**config.mk**
```make
export PLATFORM = sky130hd
export DESIGN_NAME = axi_rd_burst_splitter
export DESIGN_NICKNAME = d
export VERILOG_FILES = /design/src/rtl/axi_rd_burst_splitter.sv
export SDC_FILE = /design/constraint.sdc
export NUM_CORES = 1
export LEC_CHECK = 0
export CORE_AREA = 2 2 119 121
export DETAILED_ROUTE_END_ITERATION = 16
export DIE_AREA = 0 0 121 123
export PLACE_DENSITY = 0.8
export RECOVER_POWER = 100
export SKIP_LAST_GASP = 1
export SYNTH_ARGS = -nofsm -noshare
export SYNTH_HDL_FRONTEND = slang
export SYNTH_SLANG_ARGS = --single-unit
```
**constraint.sdc**
```tcl
create_clock -name clk_i -period 4.2 [get_ports clk_i]
set_input_delay 1.26 -clock clk_i [delete_from_list [all_inputs] [get_ports clk_i]]
set_output_delay 1.26 -clock clk_i [all_outputs]
set_load 0.05 [all_outputs]
```
**src/rtl/axi_rd_burst_splitter.sv**
```systemverilog
// -----------------------------------------------------------------------------
// axi_rd_burst_splitter
//   Splits each upstream AXI INCR read burst into a sequence of single-beat
//   downstream reads (len=0) for slaves that cannot handle bursts. One burst
//   is in flight at a time; the beat address wraps inside its 4 KiB page.
//
// Ports
//   clk_i, rst_i              clock, asynchronous active-high reset
//   s_ar_*                    upstream AR channel (burst request)
//   s_r_*                     upstream R channel (one beat per downstream read)
//   m_ar_*                    downstream AR channel (single-beat requests)
//   m_r_*                     downstream R channel (m_r_last, m_r_id ignored)
//
// Build option
//   AXI_BURST_SPLIT_RREG_EN   when defined, the R path goes through a one-entry
//                             register and the FSM advances on the upstream
//                             handshake (one extra cycle per beat).
// -----------------------------------------------------------------------------
`timescale 1ns/1ps

module axi_rd_burst_splitter #(
    parameter int AddrWidth = 64,
    parameter int DataWidth = 64,
    parameter int IdWidth   = 4
) (
    input  logic                 clk_i,
    input  logic                 rst_i,
    // upstream AR
    input  logic                 s_ar_valid,
    output logic                 s_ar_ready,
    input  logic [AddrWidth-1:0] s_ar_addr,
    input  logic [7:0]           s_ar_len,
    input  logic [2:0]           s_ar_size,
    input  logic [IdWidth-1:0]   s_ar_id,
    // upstream R
    output logic                 s_r_valid,
    input  logic                 s_r_ready,
    output logic [DataWidth-1:0] s_r_data,
    output logic [1:0]           s_r_resp,
    output logic                 s_r_last,
    output logic [IdWidth-1:0]   s_r_id,
    // downstream AR
    output logic                 m_ar_valid,
    input  logic                 m_ar_ready,
    output logic [AddrWidth-1:0] m_ar_addr,
    output logic [7:0]           m_ar_len,
    output logic [2:0]           m_ar_size,
    output logic [IdWidth-1:0]   m_ar_id,
    // downstream R
    input  logic                 m_r_valid,
    output logic                 m_r_ready,
    input  logic [DataWidth-1:0] m_r_data,
    input  logic [1:0]           m_r_resp,
    input  logic                 m_r_last,
    input  logic [IdWidth-1:0]   m_r_id
);

    typedef enum logic [1:0] {
        ST_IDLE,
        ST_REQ,
        ST_WAIT
    } state_t;

    state_t                 r_state;
    logic                   r_ar_ready;
    logic                   r_m_ar_valid;
    logic [AddrWidth-1:0]   r_addr;
    logic [7:0]             r_len;
    logic [7:0]             r_cnt;
    logic [2:0]             r_size;
    logic [IdWidth-1:0]     r_id;

    logic                   w_in_wait;
    logic                   w_last;
    logic                   w_r_hs;
    logic                   w_unused;

    assign w_in_wait = (r_state == ST_WAIT);
    assign w_last    = (r_cnt == r_len);
    assign w_r_hs    = s_r_valid & s_r_ready;

    // Downstream beat ID and last flag are regenerated locally.
    assign w_unused  = ^{m_r_last, m_r_id};

    assign s_ar_ready = r_ar_ready;
    assign m_ar_valid = r_m_ar_valid;
    assign m_ar_addr  = r_addr;
    assign m_ar_len   = '0;
    assign m_ar_size  = r_size;
    assign m_ar_id    = r_id;

`ifdef AXI_BURST_SPLIT_RREG_EN
    logic                   r_rv;
    logic [DataWidth-1:0]   r_rdata;
    logic [1:0]             r_rresp;
    logic                   r_rlast;
    logic [IdWidth-1:0]     r_rid;

    // Only one downstream read is outstanding per beat, so the register can
    // accept again in the same cycle it drains.
    assign m_r_ready = w_in_wait & (~r_rv | s_r_ready);
    assign s_r_valid = r_rv;
    assign s_r_data  = r_rdata;
    assign s_r_resp  = r_rresp;
    assign s_r_last  = r_rlast;
    assign s_r_id    = r_rid;

    always_ff @(posedge clk_i or posedge rst_i) begin
        if (rst_i) begin
            r_rv    <= 1'b0;
            r_rdata <= '0;
            r_rresp <= '0;
            r_rlast <= 1'b0;
            r_rid   <= '0;
        end else begin
            if (w_r_hs) begin
                r_rv <= 1'b0;
            end
            if (m_r_valid & m_r_ready) begin
                r_rv    <= 1'b1;
                r_rdata <= m_r_data;
                r_rresp <= m_r_resp;
                r_rlast <= w_last;
                r_rid   <= r_id;
            end
        end
    end
`else
    assign m_r_ready = w_in_wait & s_r_ready;
    assign s_r_valid = w_in_wait & m_r_valid;
    assign s_r_data  = m_r_data;
    assign s_r_resp  = m_r_resp;
    assign s_r_last  = w_in_wait & w_last;
    assign s_r_id    = r_id;
`endif

    always_ff @(posedge clk_i or posedge rst_i) begin
        if (rst_i) begin
            r_state      <= ST_IDLE;
            r_ar_ready   <= 1'b1;
            r_m_ar_valid <= 1'b0;
            r_addr       <= '0;
            r_len        <= '0;
            r_cnt        <= '0;
            r_size       <= '0;
            r_id         <= '0;
        end else begin
            case (r_state)
                ST_IDLE: begin
                    if (s_ar_valid) begin
                        r_addr       <= s_ar_addr;
                        r_len        <= s_ar_len;
                        r_size       <= s_ar_size;
                        r_id         <= s_ar_id;
                        r_cnt        <= '0;
                        r_ar_ready   <= 1'b0;
                        r_m_ar_valid <= 1'b1;
                        r_state      <= ST_REQ;
                    end
                end
                ST_REQ: begin
                    if (m_ar_ready) begin
                        r_m_ar_valid <= 1'b0;
                        r_state      <= ST_WAIT;
                    end
                end
                ST_WAIT: begin
                    if (w_r_hs) begin
                        if (w_last) begin
                            r_ar_ready <= 1'b1;
                            r_state    <= ST_IDLE;
                        end else begin
                            // Increment stays inside the 4 KiB page.
                            r_addr[11:0] <= r_addr[11:0] + (12'd1 << r_size);
                            r_cnt        <= r_cnt + 8'd1;
                            r_m_ar_valid <= 1'b1;
                            r_state      <= ST_REQ;
                        end
                    end
                end
                default: begin
                    r_ar_ready   <= 1'b1;
                    r_m_ar_valid <= 1'b0;
                    r_state      <= ST_IDLE;
                end
            endcase
        end
    end

endmodule

```
* Word level (Yosys, flattened, before mapping)
Index checks and enable logic that the tools add are counted.
** Storage, ports and cells
- Register bits after elaboration :: 91
- Bits of input ports :: 156
- Output and inout bits :: 154
- Word-level logic and storage cells :: 54
** Cells by class
- $add $sub $neg :: 2
- Eq/ne operators :: 8
- Shift operators :: 1
- Multiplexer cells :: 22
- Bitwise logic cells :: 5
- Reductions and logical operators :: 7
** Operator list (number)
- 12-bit 2-to-1 mux :: 3
- 8-bit 2-to-1 mux :: 3
- 12-bit one-hot mux with 2 select lines :: 1
- 8-bit one-hot mux with 2 select lines :: 1
- 12-bit adder :: 1
- 4-bit AND reduction :: 3
- 1-bit by 3-bit << shifter with 12-bit output, first input constant :: 1
- 8-bit by 1-bit adder with 8-bit output, second input constant :: 1
- 8-bit equality test :: 1
- 1-bit 2-to-1 mux :: 8
- 2-bit 2-to-1 mux :: 3
- 2-bit inequality test, second input constant :: 3
- 1-bit one-hot mux with 3 select lines :: 2
- 2-bit one-hot mux with 3 select lines :: 1
- 1-bit AND :: 4
- 2-bit by 1-bit inequality test with 1-bit output, second input constant :: 2
- 3-bit AND reduction :: 1
- 2-bit by 1-bit equality test with 1-bit output, second input constant :: 1
- 2-bit equality test, second input constant :: 1
- 2-bit logical NOT :: 1
- 2-bit AND reduction :: 1
- 2-bit nonzero test :: 1
- 1-bit inverter :: 1

* Longest topological paths before layout
Gate-level depths: netlist of the first run.
- Depth in word-level cells :: 5
- Depth in mapped cells :: 10
- Depth with buffers taken out :: 9

* Worst setup path before layout of the first run
Ideal clock, no wire load.
- Path kind :: reg-to-output
- From :: register r_cnt[4]
- To :: output port s_r_last
- Data arrival time :: 1.794 ns
- Required time :: 2.940 ns
- Slack :: 1.146 ns
- Cell stages (with the launch flop) :: 5
- Path buffers :: 0
- Cell sequence :: dfrtp_1 > xor2_1 > nor4_4 > nand2_1 > nor2_1
** Between the ends
- Cells in the longest elaborated chain, start to end :: 2
** Ends and longest elaborated chain
- start: declaration :: RTL line 69 : logic [7:0] r_cnt;
- start signal: assignment :: RTL line 175 : r_cnt <= r_cnt + 8'd1;
- 8-bit equality test :: RTL line 79 : assign w_last = (r_cnt == r_len);
- 1-bit AND :: RTL line 133 : assign s_r_last = w_in_wait & w_last;
- end: declaration :: RTL line 40 : output logic s_r_last,
Every way passes these cells.

* Final worst setup path of the first run
Same ends and word-level chain as after synthesis.

==> results by stage, run 1 <==
Clock tree:
- Once the clock tree was built, the setup fixing pass inserted 0 buffers.
- TritonCTS built the clock tree.
- Counting every sink on the clock net gives 91.
- CTS built an H-tree with a depth of 3.
- After clock tree synthesis, the clock-pin slew on the worst setup and hold paths is roughly 0.060 ns.
- The TritonCTS buffer count is 9.
- Gates resized during post-CTS repair numbered 0.
- The insertion delay to the later sink of the worst-skew pair is approximately 0.34 ns.
- The post-cts hold buffer count is 0.
- The largest buffer count on any clock path is 2.
- The CTS root buffer is clkbuf_16.

STA:
- Derived from the worst setup path, the maximum achievable clock frequency is roughly 0.26 GHz.
- On the final layout, the worst hold slack is around 0.47 ns.
- Setup repair after global routing left no endpoint under its margin.
- Dividing the final minimum period by the clock period gives 90.6%.
- Setup violations remaining at the end of the flow were counted as 0.
- The hold violation count in the final report is 0.
- In the final timing run, aggregate negative setup slack is 0 ns.
- The time the worst path needs with I/O delays and setup is between 3 and 4 ns.
- The clock tree skew after final layout is roughly 0.0045 ns.
- The slew at the pin closest to its max-slew limit is 1.93 ns.
- The worst-case headroom to the max-slew limit is -28.5%.
- The max-slew violation total from the final report is slightly below 50.

Placement:
- The number of buffers added on ports is between 150 and 200.
- The congestion estimate from routability-driven global placement came to a little over 0.8.
- The total half-perimeter wirelength after legalization and detailed placement is 8.34 mm.

Critical path:
- The worst register-to-register path begins at m_ar_size[0].
- The internal reg-to-reg setup slack is ~1.6 ns.
- The worst setup path is captured at an output port.
- The data required time at the worst endpoint is between 2 and 3 ns.
- The depth of the worst register-to-register path is 8.
- STA classifies the critical path startpoint as a flop.
- STA puts the critical path data arrival time at approximately 2.6 ns.
- The maximum fanout count along the critical path is 6.
- The worst register-to-register path ends at m_ar_addr[7].
- The critical path is of the reg2out type.

Finish:
- After the last flow step, the layout net total stands at 837.
- The number of antenna cells inserted is 0.
- The relative area change from synthesis to final layout is 31.4%.
- The library cell used most frequently in the layout, excluding fill and tap cells, is nand2_1.
- Cells with a size suffix above 1 make up approximately 4.6% of the layout.
- The library cells used most frequently in the layout, excluding fill and tap cells, are 226 x nand2_1, 90 x dfrtp_1, 81 x clkdlybuf4s50_1, 81 x dlygate4sd3_1, 23 x nor2_1.
- After filler insertion, the fill cell instance count of the layout stands at 1306.

Power and ir drop:
- The analysis attributes to cell leakage a power of between 3 and 4 nW.
- Across the VDD grid, the largest voltage drop is between 0.4 and 0.5 mV.
- Dividing total power by cell area gives a power density of around 870 mW/mm².

Global routing:
- Entering global routing, the biggest net connects 50 pins.
- For met3 alone, demand over resource in global routing was under 10%.
- The via count of the first global-routing pass is roughly 3900.
- The fraction of met1 tracks used by global routing is between 20% and 30%.
- The number of antenna violations at the first check in global routing came to 0.
- Global routing used 25.4% of the available met2 tracks.
- Global routing used 16.3% of the available tracks across all layers.
- In this run the most used layer during global routing was met2.
- The global-route wire length before repair is roughly 19 mm.
- Summed over all layers, the global routing overflow is 0.

Yosys:
- The number of distinct library cells after synthesis is 53.
- The dominant register cell in the synthesized netlist is dfrtp_1.
- In this run the cell area of the synthesized design comes to approximately 0.0049 mm².
- Synthesis produced 584 cells.
- The number of warnings reported in the yosys synthesis log is 0.
- For this run, asynchronously set or reset flops after synthesis account for 100%.
- A synthesized cell averages around 8.5 µm².
- The number of synthesized register bits is just over 90.
- For this run, the register share of the synthesized area comes to a little under half.
- The count of flip-flops with a built-in enable after synthesis is 0.

Floorplanning:
- In this run the count of I/O pins placed on the die edge is 310.
- The floorplan step set the die width to 121 µm.
- The initial cell density of the core is around 36%.
- The die outline area is 0.0149 mm².
- After floorplanning, the core was sized to cover between 0.01 and 0.015 mm².
- The count of standard-cell rows is 43.
- In this run the vertical extent of the chip is roughly 120 µm.

Hold path:
- The startpoint identified for the worst hold timing path is m_ar_addr[63].
- The sink of the worst hold path is m_ar_addr[63].
- The worst hold path passes through 2 cells.
- The class of the tightest hold or removal check is reg2reg.

Routing:
- The number of search-and-repair iterations in the first detailed-routing pass is 4.
- The remaining antenna violation count is 0.
- The overall routed net length is 11.8 mm.
- Dividing the detail-routed wire length by the instance count gives between 10 and 15 µm.
- Summing over every cut layer, the via total after detailed routing is 4031.
- The detailed router finished its first iteration with 205 violations.
- The number of design rule violations left after detail routing is 0.
- Using the TritonRoute via totals, the vias-per-cell ratio works out to 4.71.

Job:
- The max-cap check violation count is 1.

Outcome:
- The flow ran to the end, but the final reports show violations.
- The checks that failed: max-capacitance violations, max-slew violations.
[through the flow]
step | setup slack [ns] | total power, W | instances | util (%) | area, µm²
detailed placement | 0.812 | 0.00501 | 840 | 45.6 | 6210
floorplan | 0.578 | 0.00411 | 591 | - | 4960
finish | 0.394 | 0.00566 | 856 | 47.7 | 6490
global placement | 0.821 | 0.00495 | 840 | 45.6 | 6210
global route | 0.245 | 0.00606 | 856 | 47.7 | 6490
CTS | 0.420 | 0.00590 | 856 | 47.9 | 6520
[where the power goes]
part | total (W) | internal (W) | switching (W)
registers | 0.00156 | 0.00127 | 0.000288
logic | 0.00324 | 0.000997 | 0.00225
clock network | 0.000858 | 0.000520 | 0.000338
[flip-flops by register name, summed over array words and instances, names as in the netlist]
| name | cells |
|---|---|
| m_ar_addr | 64 |
| r_cnt | 8 |
| r_len | 8 |
| m_ar_id | 4 |
| m_ar_size | 3 |
| r_state | 2 |
| m_ar_valid | 1 |
| s_ar_ready | 1 |
[cell families after synthesis]
| kind of cell | count (synthesis) | synth area share, % |
|---|---|---|
| buf+inv | 113 | 15.0 |
| simple gates | 295 | 25.1 |
| fa+ha+maj | 10 | 2.69 |
| other cells | 1 | 0.0760 |
| compound gates | 60 | 8.31 |
| flops | 91 | 46.2 |
| mux | 2 | 0.507 |
| xor+xnor | 12 | 2.13 |
[critical path, stage by stage (launching register included)]
cell and delay, ns:
dfrtp_1 0.45, xor2_1 0.22, nor4_4 0.26, buf_4 0.18, nand2_1 0.10, nor2_1 0.10, dlygate4sd3_1 0.89
[worst max path at each step]
stage                   start            to
floorplan               rst_i  m_ar_addr[0]
global placement    m_r_valid     s_r_valid
detailed placement   r_cnt[4]      s_r_last
CTS                  r_cnt[4]      s_r_last
global route         r_cnt[4]      s_r_last
finish               r_cnt[4]      s_r_last
[Yosys cell counts (all sizes together), types with 3 or more instances]
| master | number | area (µm²) |
|---|---|---|
| nand4 | 5 | 31.3 |
| inv | 9 | 33.8 |
| a31o | 5 | 43.8 |
| a21o | 3 | 22.5 |
| a31oi | 5 | 37.5 |
| xor2 | 9 | 78.8 |
| o22ai | 3 | 18.8 |
| dfrtp | 90 | 2250 |
| nor2 | 24 | 90.1 |
| ha | 9 | 113 |
| and3 | 3 | 18.8 |
| nand2 | 226 | 848 |
| nor3 | 5 | 25.0 |
| nand3 | 11 | 55.1 |
| xnor2 | 3 | 26.3 |
| o21ai | 9 | 45.0 |
| clkbuf | 17 | 63.8 |
| and2 | 6 | 37.5 |
| buf | 87 | 643 |
| a21oi | 16 | 80.1 |
[layer usage]
metal	share of wire, %	wire length, µm
met1	43	5120
met2	46	5420
met3	8.7	1020
met4	2.0	233
met5	0	0
[cell type report]
class	count	area (µm²)	share of cell area, %
Timing Repair Buffer	173	1700	26.2
Inverter	9	33.8	0.521
Sequential cell	91	2280	35.1
Clock buffer	11	233	3.59
Multi-Input combinational cell	387	1940	29.9
Clock inverter	5	77.6	1.20
Tap cell	180	225	3.47
Note: power is estimated with default switching activity, not from simulation.
==> run 2, diff against run 1 <==
==> constraint.sdc (replaced) <==
create_clock -name clk_i -period 4.2 [get_ports clk_i]
set_input_delay 0.63 -clock clk_i [delete_from_list [all_inputs] [get_ports clk_i]]
set_output_delay 0.63 -clock clk_i [all_outputs]
set_load 0.05 [all_outputs]
==> results by stage, run 2 (synthesized netlist as in run 1, its figures left out) <==
Outcome:
- The run finished, with violations left.
- The final reports fail on max-capacitance violations, max-slew violations.

STA:
- The hold violation count in the final report came to 0 (unchanged).
- The time the worst path needs with I/O delays and setup is 3.28 ns (-0.525 ns).
- Setup repair after global routing left no endpoint under its margin.
- The worst-case headroom to the max-slew limit is -44.8% (-16 points).
- The max-slew violation total from the final report came to 48 (-2.0%).
- The sum of negative setup slack was 0 ns (unchanged).
- The maximum operating frequency is 0.305 GHz (+16%).
- The post-route clock period utilization came to 78.1% (-12 points).
- The final count of negative-setup-slack endpoints was 0 (unchanged).
- The clock tree skew after final layout is 0.00523 ns (+0.000701 ns).
- The slew at the pin closest to its max-slew limit is 2.16 ns (+0.235 ns).

Floorplanning:
- The boundary pin count is 310 (unchanged).
- The standard cell core area is 0.0136 mm² (unchanged).
- The die outline area came to 0.0149 mm² (unchanged).
- The die span in x is 121 µm (unchanged).
- The count of standard-cell rows came to 43 (unchanged).
- The initial cell density of the core came to 36.3% (unchanged).
- The overall die height is 123 µm (unchanged).

Placement:
- The total half-perimeter wirelength after legalization and detailed placement was 8.32 mm (-0.23%).
- The number of buffers added on ports is 164 (unchanged).
- The placer's final routability congestion estimate came to 0.779 (-4.6%).
- The post-placement cell count is 839 (-0.12%).

Finish:
- The share of layout cells above drive strength 1 is 4.59% (+0.0068 points).
- The commonest non-fill, non-tap cell in the layout is nand2_1.
- The flip-flop count of the largest register after layout is 64 (unchanged).
- The number of antenna cells inserted is 0 (unchanged).
- The number of nets in the final layout is 836 (-0.12%).
- Compared with the post-synthesis result, the final layout area differs by 31.1%.
- Leaving out fill and tap cells, the most frequent cells in the layout are 226 x nand2_1, 90 x dfrtp_1, 83 x dlygate4sd3_1.
- The number of standard cells in the layout, taps in and fillers out was 855 (-0.12%).

Routing:
- The number of design rule violations left after detail routing came to 0 (unchanged).
- The detailed router's first-iteration violation count is 254 (+24%).
- The highest metal layer carrying signal wires in the routed design is met4.
- The remaining antenna violation count is 0 (unchanged).
- The routed metal-1 wirelength is 5.07 mm (-0.92%).
- The number of search-and-repair iterations in the first detailed-routing pass is 4 (unchanged).
- The length of routed met2 wiring is 5.15 mm (-5.0%).
- The count of vias placed by the detailed router is 3999 (-0.79%).
- The detailed-routed wire length on met3 is 1.14 mm (+11%).
- The routed via count divided by cell count is 4.68 (-0.68%).
- The detail-routed net length per standard cell came to 13.6 µm (-1.3%).
- The overall routed net length is 11.6 mm (-1.4%).

Power and ir drop:
- The maximum vdd drop is 0.475 mV (+11%).
- The total power density per cell area is 869 mW/mm² (-0.43%).
- The total leakage power is 3.10 nW (-0.51%).
- The power after layout was 0.00562 W (-0.72%).

Critical path:
- The most critical setup path has its startpoint at r_cnt[4].
- The data required time at the worst endpoint is 3.57 ns (+0.63 ns).
- In this run the critical register-to-register path is launched from r_state[1].
- The arrival time at the worst endpoint is 2.65 ns (+0.10 ns).
- The worst setup path is launched from a flop.
- STA classifies the critical path endpoint as an output port.
- The category of the critical setup timing path is reg2out.
- The maximum fanout count along the critical path is 6 (unchanged).

Clock tree:
- The number of setup buffers added after CTS is 0 (unchanged).
- Clock tree synthesis selected as its root buffer the cell clkbuf_16.
- The H-tree depth came to 3 (unchanged).
- The insertion delay to the later sink of the worst-skew pair was 0.34 ns (about the same).
- The largest buffer count on any clock path is 2 (unchanged).
- The post-cts hold buffer count is 0 (unchanged).
- The TritonCTS buffer count was 9 (unchanged).
- TritonCTS built the clock tree.
- The number of sinks handled by clock tree synthesis is 91 (unchanged).
- The clock-pin transition on the worst setup and hold timing paths came to 0.07 ns (about the same).
- The count of instances resized after the clock tree is built is 0 (unchanged).

Hold path:
- The worst hold path begins at m_ar_addr[15].
- The class of the tightest hold or removal check is reg2reg.

Global routing:
- The number of antenna violations at the first check in global routing is 0 (unchanged).
- The pin count of the biggest net entering global routing is 48 (-4.0%).
- The via count of the first global-routing pass came to 3842 (-1.8%).
- The remaining global-route overflow is 0 (unchanged).
- The total routing resource utilization after global routing is 16.1% (-0.26 points).
- The global-route wire length before repair came to 18.8 mm (-2.3%).

Job:
- The max-cap check violation count is 1 (unchanged).
[run 2: cell types whose count changed in the layout (fill, tap and decap cells not counted)]
cell           before  now
bufinv_16           2    1
clkbuf_2            1    0
buf_12              1    0
clkbuf_8            0    1
clkbuf_1            6    4
dlygate4sd3_1      81   83
clkinvlp_2          0    1
clkinvlp_4          1    2
inv_1               9    8
inv_6               0    1
buf_4               5    4
[run 2: layout make-up]
type                            instances  area (µm²)
Inverter                                9        35.0
Fill cell                            1330        7140
Multi-Input combinational cell        387        1940
Clock inverter                          6        63.8
Clock buffer                           10         239
Sequential cell                        91        2280
Tap cell                              180         225
Timing Repair Buffer                  172        1690
[run 2: routing by layer]
| metal | track usage (%) | up-vias |
|---|---|---|
| li1 | - | 1981 |
| met1 | 20.3 | 1823 |
| met2 | 23.9 | 170 |
| met3 | 6.69 | 25 |
| met4 | 7.63 | 0 |
| met5 | 0 | - |
[run 2: metrics by stage]
stage	setup slack (ns)	util (%)	hold WS, ns	area (µm²)
2_1_floorplan	1.21	-	0.465	4960
3_3_place_gp	1.36	45.5	0.457	6190
3_5_place_dp	1.37	45.5	0.461	6190
4_1_cts	0.973	47.7	0.478	6490
5_1_grt	0.592	47.5	0.485	6470
6_report	0.919	47.5	0.465	6470
[run 2: power by group]
group | internal (W) | leakage, nW | total (W) | switching [W]
sequential | 0.00127 | 1.12 | 0.00156 | 0.000290
combinational | 0.000987 | 1.84 | 0.00323 | 0.00224
clock | 0.000478 | 0.145 | 0.000831 | 0.000353
total | 0.00274 | 3.10 | 0.00562 | 0.00288
[run 2: critical path, stage by stage (launching register included)]
cell and delay (ns):
dfrtp_1 0.45, xor2_1 0.21, nor4_4 0.42, nand2_1 0.17
nor2_1 0.15, dlygate4sd3_1 0.90
[run 2: final timing paths]
path | depth (start not counted) | to | slack [ns]
max | 5 | s_r_last | 0.92
min reg2reg | 2 | m_ar_addr[15] | 0.46
max in group asynchronous | 3 | m_ar_addr[58] | 1.19
max reg2reg | 5 | m_ar_addr[14] | 1.22
min | 2 | m_ar_addr[15] | 0.46
min in group asynchronous | 2 | m_ar_addr[22] | 1.30
==> run 3, diff against run 2 <==
clock period = 3.1 ns   (was 4.2 ns; I/O delays follow)
==> results by stage, run 3 (synthesized netlist as in run 1, its figures left out) <==
Placement:
- The placer's final routability congestion estimate is 0.816 (+4.7%).
- The number of buffers added on ports is 164 (unchanged).
- The total half-perimeter wirelength after legalization and detailed placement came to 8.11 mm (-2.5%).
- The setup slack after placement is 0.578 ns (-0.789 ns).

Hold path:
- The worst hold path cell count is 2 (unchanged).
- The class of the tightest hold or removal check is reg2reg.

Global routing:
- The remaining global-route overflow is 0 (unchanged).
- The via count of the first global-routing pass is 3806 (-0.94%).
- The number of antenna violations at the first check in global routing is 0 (unchanged).
- The total routing resource utilization after global routing is 16.0% (-0.12 points).
- The global-route wire length before repair is 18.8 mm (-0.30%).
- The pin count of the biggest net entering global routing is 62 (+29%).

Critical path:
- The maximum fanout count along the critical path was 6 (unchanged).
- The arrival time at the worst endpoint came to 2.41 ns (-0.24 ns).
- STA classifies the critical path endpoint as an output port.
- The depth of the worst register-to-register path is 5 (unchanged).
- The data required time at the worst endpoint is 2.63 ns (-0.94 ns).
- The startpoint kind of the worst setup timing path is a flop.
- By startpoint and endpoint, the worst setup path is classified as reg2out.
- The internal reg-to-reg setup slack is 0.37 ns (-0.85 ns).

STA:
- The clock tree skew after final layout is 0.00676 ns (+0.00152 ns).
- The final count of negative-setup-slack endpoints is 0 (unchanged).
- The hold violation count in the final report is 0 (unchanged).
- The worst-case headroom to the max-slew limit is 7.98% (+53 points).
- The final setup slack of the worst path is 0.226 ns (-0.693 ns).
- The worst path in the final design needs a cycle of approximately 2.9 ns, including I/O delays and setup.
- Setup repair after global routing left no endpoint under its margin.
- The maximum operating frequency is roughly 0.35 GHz.
- The sum of negative setup slack is 0 ns (unchanged).
- The slew at the pin closest to its max-slew limit was 1.37 ns (-0.788 ns).
- The max-slew violation total from the final report was 0 (-100%).
- Dividing the final minimum period by the clock period gives roughly 90%.

Clock tree:
- The H-tree depth is 3 (unchanged).
- The number of setup buffers added after CTS is 0 (unchanged).
- The post-cts hold buffer count is 0 (unchanged).
- The largest buffer count on any clock path is 2 (unchanged).
- The cell sitting at the root of the clock tree is a clkbuf_16.
- The insertion delay to the later sink of the worst-skew pair is 0.34 ns (about the same).
- TritonCTS built the clock tree.
- The number of sinks handled by clock tree synthesis came to 91 (unchanged).
- The TritonCTS buffer count is 9 (unchanged).
- The clock-pin transition on the worst setup and hold timing paths was 0.06 ns (about the same).
- The count of instances resized after the clock tree is built was 0 (unchanged).

Routing:
- The routed via count divided by cell count is 4.67 (-0.25%).
- The detailed router's first-iteration violation count is 187 (-26%).
- The detail-routed net length per standard cell is 13.3 µm (-2.0%).
- The number of design rule violations left after detail routing was 0 (unchanged).
- The number of search-and-repair iterations in the first detailed-routing pass is 4 (unchanged).
- The count of vias placed by the detailed router is 4003 (+0.10%).
- The overall routed net length is 11.4 mm (-1.7%).
- The remaining antenna violation count was 0 (unchanged).

Finish:
- The number of nets in the final layout is 839 (+0.36%).
- The number of antenna cells inserted is 0 (unchanged).
- The flip-flop count of the largest register after layout was 64 (unchanged).
- Leaving out fill and tap cells, the most frequent cells in the layout are 226 x nand2_1, 90 x dfrtp_1, 83 x clkdlybuf4s50_1.
- The commonest non-fill, non-tap cell in the layout is nand2_1.
- The share of layout cells above drive strength 1 is 5.16% (+0.57 points).
- The relative area change from synthesis to final layout is 32.2%.

Power and ir drop:
- The internal power is 0.00389 W (+42%).
- The clock share of power is 16.5% (+1.7 points).
- The maximum vdd drop is 0.610 mV (+28%).
- The combinational group share of total power is 56.4% (-1.0 points).
- The total leakage power is 3.12 nW (+0.64%).
- The switching fraction of total power is 50.1% (-1.3 points).
- The total power density per cell area was 1190 mW/mm² (+37%).
- The share of total power in sequential cells is 27.2% (-0.6 points).
- The total net switching power is 0.00389 W (+35%).

Job:
- The max-cap check violation count is 0 (-1).

Floorplanning:
- The initial cell density of the core is 36.3% (unchanged).
- The count of standard-cell rows was 43 (unchanged).
- The die outline area is 0.0149 mm² (unchanged).
- The standard cell core area is 0.0136 mm² (unchanged).
- The overall die height is 123 µm (unchanged).
- The die span in x is 121 µm (unchanged).
- The boundary pin count is 310 (unchanged).

Outcome:
- The run finished with clean final reports.
==> run 3: cell count changes in the layout (fill, tap and decap cells not counted), sizes merged, moves of 2 or more <==
cell           delta
clkinv            -2
dlygate4sd3       -4
clkbuf            +4
bufinv            +2
clkdlybuf4s50     +2
==> run 3: routing by layer <==
layer | vias up | part of all wire [%] | wire length, µm | global-route usage (%)
met5 | - | 0 | 0 | 0
met4 | 0 | 2.2 | 255 | 7.70
met3 | 22 | 8.9 | 1020 | 5.58
met2 | 142 | 44 | 5060 | 23.3
met1 | 1854 | 45 | 5090 | 21.1
li1 | 1985 | - | - | -
==> run 3: metrics by stage <==
stage / area (µm²) / power [W] / hold WS [ns] / utilization [%] / cells
6_report: 6530 / 0.00778 / 0.467 / 48.0 / 858
5_1_grt: 6530 / 0.00835 / 0.484 / 48.0 / 858
4_1_cts: 6570 / 0.00812 / 0.478 / 48.3 / 858
3_5_place_dp: 6220 / 0.00679 / 0.461 / 45.7 / 842
3_3_place_gp: 6220 / 0.00672 / 0.457 / 45.7 / 842
2_1_floorplan: 4960 / 0.00556 / 0.465 / - / 591
==> run 3: final timing paths <==
| path | start | end |
|---|---|---|
| setup / recovery | r_cnt[4] | s_r_last |
| hold / removal | m_ar_addr[62] | m_ar_addr[62] |
| setup reg to reg | r_state[1] | s_ar_ready |
| hold reg to reg | m_ar_addr[62] | m_ar_addr[62] |
| max in group asynchronous | rst_i | m_ar_addr[43] |
| min in group asynchronous | rst_i | m_ar_addr[22] |
==> run 3: final cells by class <==
class	count	area, µm²
clock buffers	10	239
clock inverters	6	113
fillers	1285	7080
inverters	9	35.0
multi-input cells	387	1940
flip-flops and latches	91	2280
well taps	180	225
repair buffers	175	1700
==> run 3: power by group through the flow <==
| stage | registers [W] | logic [W] | clock network [W] |
|---|---|---|---|
| finish | 0.00211 | 0.00439 | 0.00128 |
| detailed placement | 0.00215 | 0.00463 | 0 |
| global placement | 0.00213 | 0.00459 | 0 |
| global route | 0.00219 | 0.00476 | 0.00139 |
| floorplan | 0.00364 | 0.00192 | 0 |
| CTS | 0.00214 | 0.00465 | 0.00133 |
==> run 3: critical path: stages (launching register included) <==
cell and delay [ns]:
dfrtp_1 0.46, xor2_1 0.21, nor4_4 0.29, nand2_1 0.17, nor2_1 0.13, clkdlybuf4s50_1 0.81
